<file path="src/rtl/traffic_phase_scheduler_pkg.sv">
// Shared types and constants for the traffic phase scheduler and its helpers.
package traffic_pkg;

  typedef enum logic [1:0] {
    ST_ALL_RED = 2'b00,
    ST_GREEN   = 2'b01,
    ST_YELLOW  = 2'b10
  } phase_e;

  localparam int DEF_NUM_APPROACH = 4;
  localparam int DEF_MIN_GREEN    = 1000;
  localparam int DEF_MAX_GREEN    = 3000;
  localparam int DEF_YELLOW_TIME  = 500;
  localparam int DEF_ALLRED_TIME  = 100;
  localparam int DEF_CWIDTH       = 16;

  localparam logic LAMP_ON  = 1'b1;
  localparam logic LAMP_OFF = 1'b0;

endpackage

</file>
<file path="src/rtl/traffic_phase_scheduler_if.sv">
// Sensor/timebase inputs and lamp outputs of the phase scheduler.
interface traffic_phase_scheduler_if #(
  parameter int N = 4
);
  localparam int IW = $clog2(N);

  logic          tick;
  logic [N-1:0]  req;
  logic [N-1:0]  green;
  logic [N-1:0]  yellow;
  logic [N-1:0]  red;
  logic [IW-1:0] active_idx;
  logic          phase_done;

  modport master (
    output tick, req,
    input  green, yellow, red, active_idx, phase_done
  );

  modport slave (
    input  tick, req,
    output green, yellow, red, active_idx, phase_done
  );
endinterface

</file>
<file path="src/rtl/traffic_phase_scheduler_rr_picker.sv">
// Combinational round-robin picker: first requester after i_last_idx, wrapping.
module traffic_rr_picker #(
  parameter int N = 4
) (
  input  logic [N-1:0]         i_req,
  input  logic [$clog2(N)-1:0] i_last_idx,
  output logic [$clog2(N)-1:0] o_grant,
  output logic                 o_valid
);
  localparam int IW = $clog2(N);

  logic [IW-1:0] w_cand;

  // Scan farthest-first so the nearest requester after i_last_idx wins.
  always_comb begin
    o_grant = '0;
    w_cand  = '0;
    for (int i = N; i >= 1; i--) begin
      w_cand = IW'((int'(i_last_idx) + i) % N);
      if (i_req[w_cand]) o_grant = w_cand;
    end
  end

  assign o_valid = |i_req;
endmodule

</file>
<file path="src/rtl/traffic_phase_scheduler.sv">
// Actuated round-robin phase scheduler with min/max green, yellow and all-red clearance.
module traffic_phase_scheduler
  import traffic_pkg::*;
#(
  parameter int NUM_APPROACH = DEF_NUM_APPROACH,
  parameter int MIN_GREEN    = DEF_MIN_GREEN,
  parameter int MAX_GREEN    = DEF_MAX_GREEN,
  parameter int YELLOW_TIME  = DEF_YELLOW_TIME,
  parameter int ALLRED_TIME  = DEF_ALLRED_TIME,
  parameter int CWIDTH       = DEF_CWIDTH
) (
  input  logic                      clk,
  input  logic                      rst_n,
  traffic_phase_scheduler_if.slave  bus
);
  localparam int IW = $clog2(NUM_APPROACH);
  localparam logic [CWIDTH-1:0] AR_TC   = CWIDTH'(ALLRED_TIME - 1);
  localparam logic [CWIDTH-1:0] MING_TC = CWIDTH'(MIN_GREEN - 1);
  localparam logic [CWIDTH-1:0] MAXG_TC = CWIDTH'(MAX_GREEN - 1);
  localparam logic [CWIDTH-1:0] Y_TC    = CWIDTH'(YELLOW_TIME - 1);

  phase_e                  r_state, w_state_nxt;
  logic [CWIDTH-1:0]       r_cnt, w_cnt_sat;
  logic [IW-1:0]           r_active_idx, w_active_nxt;
  logic [IW-1:0]           r_last_idx, w_last_nxt;
  logic [IW-1:0]           w_grant;
  logic                    w_valid;
  logic                    w_phase_done;
  logic [NUM_APPROACH-1:0] w_other;

  traffic_rr_picker #(.N(NUM_APPROACH)) u_picker (
    .i_req      (bus.req),
    .i_last_idx (r_last_idx),
    .o_grant    (w_grant),
    .o_valid    (w_valid)
  );

  always_comb begin
    w_other               = bus.req;
    w_other[r_active_idx] = 1'b0;
  end

  always_comb begin
    w_state_nxt  = r_state;
    w_active_nxt = r_active_idx;
    w_last_nxt   = r_last_idx;
    w_phase_done = 1'b0;
    w_cnt_sat    = '0;
    case (r_state)
      ST_ALL_RED: begin
        w_cnt_sat = AR_TC;
        if (bus.tick && r_cnt >= AR_TC && w_valid) begin
          w_state_nxt  = ST_GREEN;
          w_active_nxt = w_grant;
          w_last_nxt   = w_grant;
        end
      end
      ST_GREEN: begin
        w_cnt_sat = MAXG_TC;
        // Only yield when someone else is waiting: gap-out or max-out.
        if (bus.tick && (|w_other) &&
            ((r_cnt >= MING_TC && !bus.req[r_active_idx]) || r_cnt >= MAXG_TC))
          w_state_nxt = ST_YELLOW;
      end
      ST_YELLOW: begin
        w_cnt_sat = Y_TC;
        if (bus.tick && r_cnt >= Y_TC) begin
          w_state_nxt  = ST_ALL_RED;
          w_phase_done = 1'b1;
        end
      end
      default: w_state_nxt = ST_ALL_RED;
    endcase
  end

  always_ff @(posedge clk or negedge rst_n) begin
    if (!rst_n) begin
      r_state      <= ST_ALL_RED;
      r_cnt        <= '0;
      r_active_idx <= '0;
      r_last_idx   <= IW'(NUM_APPROACH - 1);
    end else begin
      r_state      <= w_state_nxt;
      r_active_idx <= w_active_nxt;
      r_last_idx   <= w_last_nxt;
      if (w_state_nxt != r_state)
        r_cnt <= '0;
      else if (bus.tick && r_cnt < w_cnt_sat)
        r_cnt <= r_cnt + CWIDTH'(1);
    end
  end

  always_comb begin
    bus.green      = '0;
    bus.yellow     = '0;
    bus.red        = '1;
    bus.active_idx = r_active_idx;
    bus.phase_done = w_phase_done;
    case (r_state)
      ST_GREEN: begin
        bus.green[r_active_idx] = LAMP_ON;
        bus.red[r_active_idx]   = LAMP_OFF;
      end
      ST_YELLOW: begin
        bus.yellow[r_active_idx] = LAMP_ON;
        bus.red[r_active_idx]    = LAMP_OFF;
      end
      default: ;
    endcase
  end
endmodule

</file>
<file path="src/flat_wrapper.sv">
// flat-port wrapper written by rule: the top's interface ports become plain ports
module traffic_phase_scheduler_flat import traffic_pkg::*;
#(
  parameter int NUM_APPROACH = DEF_NUM_APPROACH,
  parameter int MIN_GREEN    = DEF_MIN_GREEN,
  parameter int MAX_GREEN    = DEF_MAX_GREEN,
  parameter int YELLOW_TIME  = DEF_YELLOW_TIME,
  parameter int ALLRED_TIME  = DEF_ALLRED_TIME,
  parameter int CWIDTH       = DEF_CWIDTH
)
  (clk, rst_n, bus_tick, bus_req, bus_green, bus_yellow, bus_red, bus_active_idx, bus_phase_done);
  traffic_phase_scheduler_if #(.N((4))) bus_i ();
  input  logic clk;
  input  logic rst_n;
  input wire logic [$bits(bus_i.tick)-1:0] bus_tick;
  input wire logic [$bits(bus_i.req)-1:0] bus_req;
  output wire logic [$bits(bus_i.green)-1:0] bus_green;
  output wire logic [$bits(bus_i.yellow)-1:0] bus_yellow;
  output wire logic [$bits(bus_i.red)-1:0] bus_red;
  output wire logic [$bits(bus_i.active_idx)-1:0] bus_active_idx;
  output wire logic [$bits(bus_i.phase_done)-1:0] bus_phase_done;
  assign bus_i.tick = bus_tick;
  assign bus_i.req = bus_req;
  assign bus_green = bus_i.green;
  assign bus_yellow = bus_i.yellow;
  assign bus_red = bus_i.red;
  assign bus_active_idx = bus_i.active_idx;
  assign bus_phase_done = bus_i.phase_done;
  traffic_phase_scheduler #(.NUM_APPROACH(NUM_APPROACH), .MIN_GREEN(MIN_GREEN), .MAX_GREEN(MAX_GREEN), .YELLOW_TIME(YELLOW_TIME), .ALLRED_TIME(ALLRED_TIME), .CWIDTH(CWIDTH)) u_core (.clk(clk), .rst_n(rst_n), .bus(bus_i));
endmodule
</file>
<file path="config.mk">
export PLATFORM = sky130hd
export DESIGN_NAME = traffic_phase_scheduler_flat
export DESIGN_NICKNAME = d
export VERILOG_FILES = /design/src/rtl/traffic_phase_scheduler_pkg.sv /design/src/rtl/traffic_phase_scheduler_if.sv /design/src/rtl/traffic_phase_scheduler_rr_picker.sv /design/src/rtl/traffic_phase_scheduler.sv /design/src/flat_wrapper.sv
export SDC_FILE = /design/constraint.sdc
export NUM_CORES = 1
export LEC_CHECK = 0
export ABC_CLOCK_PERIOD_IN_PS = 8350
export CELL_PAD_IN_SITES_DETAIL_PLACEMENT = 0
export CELL_PAD_IN_SITES_GLOBAL_PLACEMENT = 1
export CORE_ASPECT_RATIO = 2
export CORE_MARGIN = 2
export CORE_UTILIZATION = 46
export DETAILED_ROUTE_END_ITERATION = 6
export PLACE_DENSITY_LB_ADDON = 0.1
export SYNTH_ARGS = -nofsm -noshare
export SYNTH_HDL_FRONTEND = slang
export SYNTH_SLANG_ARGS = --single-unit
</file>
<file path="constraint.sdc">
create_clock -name clk -period 8.35 [get_ports clk]
set_input_delay 2.505 -clock clk [delete_from_list [all_inputs] [get_ports clk]]
set_output_delay 2.505 -clock clk [all_outputs]
set_load 0.05 [all_outputs]
</file>
Word level (Yosys, flattened, before mapping)
Index checks and enable logic that the tools add are counted.
{ "classes": {"addsub": 5, "n_lt_le_gt_ge": 11, "n_eq_ne": 3, "n_mux": 28, "bitwise_logic": 2, "reduce_logical": 16} }
{ "ops": {"columns": ["operator", "n"], "rows": [
  ["12-bit one-hot mux with 3 select lines", 1],
  ["16-bit two-way mux", 2],
  ["16-bit by 1-bit adder with 16-bit output (second input constant)", 1],
  ["16-bit by 10-bit >= comparator with 1-bit output (second input constant)", 1],
  ["16-bit by 12-bit >= comparator with 1-bit output (second input constant)", 1],
  ["16-bit by 7-bit >= comparator with 1-bit output (second input constant)", 1],
  ["16-bit by 9-bit >= comparator with 1-bit output (second input constant)", 1],
  ["16-bit by 12-bit < comparator with 1-bit output", 1],
  ["2-bit by 3-bit < comparator with 1-bit output (second input constant)", 5],
  ["2-bit two-way mux", 7],
  ["4-bit two-way mux", 3],
  ["1-bit binary-select mux with 2-bit select", 5],
  ["1-bit logical AND", 8],
  ["1-bit two-way mux", 8],
  ["4-bit OR reduction", 2],
  ["2-bit one-hot mux with 3 select lines", 1],
  ["2-bit by 1-bit adder with 2-bit output (second input constant)", 2],
  ["2-bit adder (second input constant)", 2],
  ["4-bit bitwise AND", 1],
  ["4-bit inverter", 1],
  ["1-bit demux with 2-bit select", 1],
  ["2-bit by 1-bit == test with 1-bit output (second input constant)", 1],
  ["2-bit == test (second input constant)", 1],
  ["2-bit by 1-bit >= comparator with 1-bit output (second input constant)", 1],
  ["7 further kinds", 7]
]} }
{ "word_totals": {"ff_bits": 22, "output_inout_bits": 15, "word_cells": 69} }

Logic depth before layout (Yosys ltp)
Gate-level depths: netlist (run 1).
{ "logic_depth": {"word_depth": 13, "mapped_depth": 11, "ltp_nobuf": 10} }

Hierarchy
A second synthesis (run 1) with hierarchy kept.
{ "hier_totals": {"hier_cells": 187, "hier_area_um2": 1786.7} }
{ "modules_own_cells": {"columns": ["module", "n_inst", "cells_per_inst", "area_each_um2", "seq_area_each_um2"], "rows": [
  ["traffic_phase_scheduler", 1, 173, 1695.4, 553.0],
  ["traffic_rr_picker", 1, 14, 91.3, 0.0]
]} }

Worst setup path before layout (run 1)
OpenSTA, ideal clock, no wires.
{ "synth_timing": {"kind": "in2out", "startpoint": "input port bus_tick", "endpoint": "output port bus_phase_done", "arrival_time_ns": 2.949, "required_time_ns": 5.845, "setup_slack_ns": 2.896, "stages": 1, "path_buffers": 0, "cell_sequence": "and3_1"} }
{ "synth_between": {"elab_chain_cells": 3} }
{ "synth_lines": {"columns": ["element", "line", "text"], "rows": [
  ["start: declaration", "flat_wrapper.sv:15", "input wire logic [$bits(bus_i.tick)-1:0] bus_tick;"],
  ["1-bit logical AND", "traffic_phase_scheduler.sv:67", "if (bus.tick && r_cnt >= Y_TC) begin"],
  ["1-bit two-way mux", "traffic_phase_scheduler.sv:67", null],
  ["1-bit two-way mux", "traffic_phase_scheduler.sv:49", "case (r_state)"],
  ["end: declaration", "flat_wrapper.sv:21", "output wire logic [$bits(bus_i.phase_done)-1:0] bus_phase_done;"]
]} }
No other way between the ends.

Worst setup path in the final report (run 1)
Same ends and word-level chain as after synthesis.

==> results.py, run 1 <==
metrics = {
    "setup_path": {
        "cp-endpoint": "bus_phase_done",
        "worstPathRequired_ns": 5.85,
        "r2r_end": "u_core.r_cnt[6]",
        "rr_worst_depth": 9,
        "reg2reg_from": "u_core.r_state[1]",
        "r2r_setup_slack_ns": 5.12,
        "critPathArrivalTime_ns": 4.01,
        "crit_start": "bus_tick",
        "crit_path_end_kind": "primary output",
        "worstSetupPathType": "input port to primary output",
        "critical_path.max_fanout": 5,
        "worst_setup_path_start_kind": "input port",
    },
    "finish": {
        "drive_gt1_frac": 0.1239,
        "area_delta_synth_final_pct": 16.60,
        "final_cell_mix": "21 x clkdlybuf4s50_1, 20 x dfrtp_1, 15 x inv_1",
        "final_common_cell": "clkdlybuf4s50_1",
        "n_antenna_cell": 0,
        "nNetsFinal": 240,
        "fin_area_um2": 2101,
        "finish.utilization": 0.5523,
    },
    "logic_synthesis": {
        "yosysUniqueCellTypes": 59,
        "synthArstFlopShare": 1.000,
        "synth_cells": 200,
        "synth_nets": 221,
        "ys.flop_type": "dfrtp_1",
        "ys_seq_elements": 22,
        "yosys_warnings": 0,
        "netlist_area_um2": 1802,
        "synth-edff-count": 0,
        "ys_seq_area_frac": 0.3069,
        "avgSynthCellArea_um2": 9.009,
    },
    "grt": {
        "grt_pass1_wl_um": 7196,
        "grt_overflow": 0,
        "grt_max_degree": 23,
        "grt_usage": 0.2190,
        "first_global_vias": 1619,
        "antenna_found_initial": 0,
    },
    "cts": {
        "cts_setup_buffers": 0,
        "post_cts_resized": 0,
        "clock_latency_ns": 0.26,
        "clock-sinks": 22,
        "htree_levels": 1,
        "cts_tree": "done",
        "root_buffer": "clkbuf_8",
        "clockBufferDepth": 2,
        "cts_hold_buf": 0,
        "numCtsBuffers": 3,
        "clk_pin_slew_ns": 0.08,
    },
    "sta": {
        "fin_skew_ns": 0.004272,
        "whs_ns": 0.5164,
        "fmax_mhz": 153.5,
        "report.final.hold_viol_count": 0,
        "fin_tns_setup_ns": 0,
        "finalCritPeriodShare": 0.7802,
        "slew-limit-headroom": 0.3188,
        "slew_violations": 0,
        "finalSetupViolCount": 0,
        "layout_min_cycle_time_ns": 6.514,
        "rsz0062_at_grt": "no",
        "worstMarginPinSlew_ns": 1.019,
    },
    "routing": {
        "drc": 0,
        "vias_per_cell": 5.888,
        "vias": 1584,
        "detail-route-antenna-nets": 0,
        "routed_wl_um": 4418,
        "dr.pass1.iters": 4,
        "drtIter0Drc": 32,
        "wl_per_cell_um": 16.42,
    },
    "min_path": {
        "min-delay-start": "u_core.r_cnt[14]",
        "worstHoldPathType": "flip-flop to flip-flop",
    },
    "place": {
        "dpl.hpwl_um": 3518,
        "dpl_cell_area_um2": 2029,
        "port_buffers": 21,
        "gp_congestion": 0.8815,
    },
    "floorplan": {
        "die_area_um2": 4464,
        "initial_core_util": 0.4737,
        "num_rows": 32,
        "core_um2": 3804,
        "io_pins": 22,
        "die_height_um": 92.51,
        "die_w_um": 48.26,
    },
    "status": {
        "status": "finished clean",
    },
    "pwr": {
        "p_per_area_nw_per_um2": 156.9,
        "p_leak_nw": 0.9118,
        "ir_drop_v": 0.0001329,
        "power.total_w": 0.0003296,
    },
    "job": {
        "drv_cap": 0,
    },
}
==> flip-flops by register name, summed over array words and instances, names as in the netlist <==
register,cells
u_core.r_cnt,16
u_core.bus.active_idx,2
u_core.r_state,2
u_core.r_last_idx,2
==> cells in the mapped netlist, types with 2 or more instances <==
cell / instances / share of area
a21o_1: 3 / 0.012
or4_1: 4 / 0.017
nor2_1: 8 / 0.017
o211ai_1: 3 / 0.012
a21oi_1: 12 / 0.033
clkbuf_1: 3 / 0.0062
nand2_1: 14 / 0.029
o21ai_0: 10 / 0.028
nand3_1: 7 / 0.019
a211oi_1: 2 / 0.0083
nor2_2: 8 / 0.028
a21oi_2: 2 / 0.0097
mux2i_1: 3 / 0.017
and3_1: 4 / 0.014
o2111ai_1: 2 / 0.0097
buf_6: 2 / 0.012
and2_1: 6 / 0.021
a31oi_1: 4 / 0.014
dfstp_2: 2 / 0.029
inv_1: 15 / 0.031
nor3_1: 5 / 0.014
xor2_1: 4 / 0.019
o31ai_1: 3 / 0.012
a21boi_0: 2 / 0.0083
or3_1: 6 / 0.021
ha_1: 14 / 0.097
dfrtp_1: 20 / 0.28
==> report_power, final <==
| part | total, W | switching (W) | internal (W) |
|---|---|---|---|
| registers | 0.000150 | 0.0000289 | 0.000121 |
| clock network | 0.0000992 | 0.0000352 | 0.0000640 |
| logic | 0.0000809 | 0.0000431 | 0.0000378 |
==> area by class of cell <==
type / instances / area (µm²)
Timing Repair Buffer: 21 / 210.2
Fill cell: 359 / 1703
Inverter: 15 / 56.30
Sequential cell: 22 / 553.0
Clock inverter: 1 / 30.03
Clock buffer: 3 / 41.29
Tap cell: 51 / 63.81
Multi-Input combinational cell: 156 / 1146
==> worst min-delay path by stage <==
stage / end / slack [ns] / depth (start not counted)
2_1_floorplan: u_core.r_cnt[15] / 0.48 / 2
3_3_place_gp: u_core.r_cnt[14] / 0.50 / 2
3_5_place_dp: u_core.r_cnt[14] / 0.50 / 2
4_1_cts: u_core.r_cnt[14] / 0.52 / 2
5_1_grt: u_core.r_cnt[15] / 0.53 / 2
6_report: u_core.r_cnt[14] / 0.52 / 2
==> stage by stage <==
| stage | setup WS [ns] | std cells |
|---|---|---|
| after detailed placement | 1.844 | 265 |
| after global placement | 1.845 | 265 |
| after global routing | 1.783 | 269 |
| after floorplan | 2.896 | 200 |
| after CTS | 1.838 | 269 |
| final | 1.836 | 269 |
==> critical path, cell delays in order <==
cell and delay (ns):
clkdlybuf4s50_1 0.54, and3_1 0.17, clkdlybuf4s50_1 0.79
==> per-layer routing <==
metal	vias up	global-route usage	wire length, µm
met3	8	0.02534	125
met4	0	0.06757	87
met1	767	0.2221	1615
li1	771	-	-
met5	-	0	0
met2	38	0.4145	2589
==> cell families after synthesis <==
logic type / Yosys count / synth area share
compound gates: 58 / 0.2514
xor+xnor: 5 / 0.02430
mux: 4 / 0.02917
simple gates: 75 / 0.2340
flops: 22 / 0.3069
buf+inv: 22 / 0.05694
fa+ha+maj: 14 / 0.09722
No activity file was read; power rests on OpenSTA's default activity.
==> inputs of run 2 (changes only) <==
ABC_CLOCK_PERIOD_IN_PS = 5660   (was 8350)
CORE_UTILIZATION = 38   (was 46)
clock period = 5.66 ns   (was 8.35 ns; I/O delays follow)
==> run 2 against run 1 <==
Clock skew down 0.0015 ns. Register-to-register slack worse by 2.7 ns. Largest cell class unchanged. Flip-flop and latch count unchanged. Highest routed layer unchanged. Worst setup slack lost 1.1 ns. Hold slack worse by 0.0065 ns. Critical path depth is the same. Global-route usage shrank 3.0 points. Non-clock buffer count is the same. Largest power group unchanged.
==> results.py, run 2 (synthesis results as in run 1) <==
metrics = {
    "cts": {
        "numCtsBuffers": 3,
        "cts_hold_buf": 0,
        "root_buffer": "clkbuf_8",
        "htree_levels": 1,
        "clockBufferDepth": 2,
        "cts_setup_buffers": 0,
        "clock_latency_ns": 0.26,
        "clk_pin_slew_ns": 0.08,
        "clock-sinks": 22,
        "cts_tree": "done",
        "post_cts_resized": 0,
    },
    "finish": {
        "n_antenna_cell": 0,
        "drive_gt1_frac": 0.1239,
        "area_delta_synth_final_pct": 16.88,
        "fill_cells": 464,
        "finish.utilization": 0.4580,
        "largest_reg_flops": 16,
        "fin_area_um2": 2106,
        "nNetsFinal": 240,
        "seq_area_um2": 553.0,
        "multi_input_area_um2": 1146,
        "regMostFlops": "u_core.r_cnt",
        "final_common_cell": "clkdlybuf4s50_1",
        "final_cell_mix": "21 x clkdlybuf4s50_1, 20 x dfrtp_1, 15 x inv_1",
    },
    "grt": {
        "grt_overflow": 0,
        "grt_usage": 0.1887,
        "grt_max_degree": 23,
        "first_global_vias": 1597,
        "antenna_found_initial": 0,
        "grt_pass1_wl_um": 7603,
    },
    "floorplan": {
        "io_pins": 22,
        "num_rows": 35,
        "die_height_um": 101.4,
        "die_w_um": 52.69,
        "die_area_um2": 5342,
        "initial_core_util": 0.3918,
        "core_um2": 4598,
    },
    "sta": {
        "finalCritPeriodShare": 0.8651,
        "setup_slack_ns": 0.7633,
        "report.final.hold_viol_count": 0,
        "fin_tns_setup_ns": 0,
        "slew-limit-headroom": 0.3256,
        "finalSetupViolCount": 0,
        "rsz0062_at_grt": "no",
        "slew_violations": 0,
        "worstMarginPinSlew_ns": 1.008,
        "layout_min_cycle_time_ns": 4.897,
        "fin_skew_ns": 0.002820,
        "fmax_mhz": 204.2,
    },
    "setup_path": {
        "crit_chain": "clkdlybuf4s50_1, and3_1, clkdlybuf4s50_1",
        "worstPathRequired_ns": 3.96,
        "cp_slowest_stage_delay_ns": 0.79,
        "rr_worst_depth": 9,
        "crit_path_end_kind": "primary output",
        "cp_slowest_cell": "clkdlybuf4s50_1",
        "worst_setup_path_start_kind": "input port",
        "critical_path.max_fanout": 5,
        "critical_path.most_common_cell": "clkdlybuf4s50_1",
        "worstSetupPathType": "input port to primary output",
        "critPathArrivalTime_ns": 3.20,
    },
    "status": {
        "status": "finished clean",
    },
    "pwr": {
        "clkPwrFrac": 0.305,
        "p_per_area_nw_per_um2": 232.3,
        "p_leak_nw": 0.9118,
        "p_sw_w": 0.0001610,
        "p_seq_frac": 0.451,
        "swShare": 0.3291,
        "ir_drop_v": 0.0002596,
        "p_comb_frac": 0.244,
        "p_int_w": 0.0003282,
    },
    "min_path": {
        "worstHoldPathType": "flip-flop to flip-flop",
        "min_path_cells": 2,
    },
    "routing": {
        "dr.pass1.iters": 4,
        "routed_wl_um": 4479,
        "drc": 0,
        "wl_per_cell_um": 16.41,
        "detail-route-antenna-nets": 0,
        "vias_per_cell": 5.707,
        "vias": 1558,
        "drtIter0Drc": 43,
    },
    "job": {
        "drv_cap": 0,
    },
    "place": {
        "gp_congestion": 0.8187,
        "dpl.hpwl_um": 3545,
        "place_ws_ns": 0.7644,
        "dpl_cell_area_um2": 2034,
        "port_buffers": 21,
    },
}
-- run 2: cell counts in the layout (fill, tap and decap cells not counted) --
No cell type changed its count.
-- run 2: stage by stage --
| stage | total power (W) | hold WS (ns) | instances |
|---|---|---|---|
| floorplan | 0.0003033 | 0.4808 | 200 |
| finish | 0.0004892 | 0.5099 | 273 |
| global route | 0.0005239 | 0.5208 | 273 |
| global placement | 0.0003391 | 0.4945 | 269 |
| CTS | 0.0004966 | 0.5119 | 273 |
| detailed placement | 0.0003435 | 0.4957 | 269 |
-- run 2: layout make-up --
type / instances / area share
clock buffer: 3 / 0.01961
tap: 55 / 0.03268
inverter: 15 / 0.02674
clock inverter: 1 / 0.01426
sequential: 22 / 0.2626
timing repair buffer: 21 / 0.09982
multi-input combinational: 156 / 0.5443
-- run 2: metal layers --
| metal | routed length (µm) | GRT usage | vias to the layer above |
|---|---|---|---|
| li1 | - | - | 781 |
| met1 | 1700 | 0.1970 | 735 |
| met2 | 2553 | 0.3635 | 36 |
| met3 | 141 | 0.02065 | 6 |
| met4 | 84 | 0.07298 | 0 |
| met5 | 0 | 0 | - |
-- run 2: worst paths after layout --
kind / to / from / slack, ns
worst max-delay path: bus_phase_done / bus_tick / 0.76
worst min-delay path: u_core.r_cnt[15] / u_core.r_cnt[15] / 0.51
worst max register to register: u_core.r_cnt[6] / u_core.r_state[1] / 2.39
worst min register to register: u_core.r_cnt[15] / u_core.r_cnt[15] / 0.51
max in group asynchronous: u_core.bus.active_idx[0] / rst_n / 3.07
min in group asynchronous: u_core.r_state[0] / rst_n / 1.98
-- run 2: critical path, delay by kind of cell --
kind,cells,cell delay [ns]
buffers and inverters,2,1.33
and+or+nand+nor,1,0.17
-- run 2: power groups by stage --
stage	sequential (W)	clock, W	combinational (W)
floorplan	0.000205	0	0.0000987
global route	0.000227	0.000160	0.000137
global placement	0.000223	0	0.000117
finish	0.000221	0.000149	0.000119
CTS	0.000220	0.000155	0.000122
detailed placement	0.000223	0	0.000121
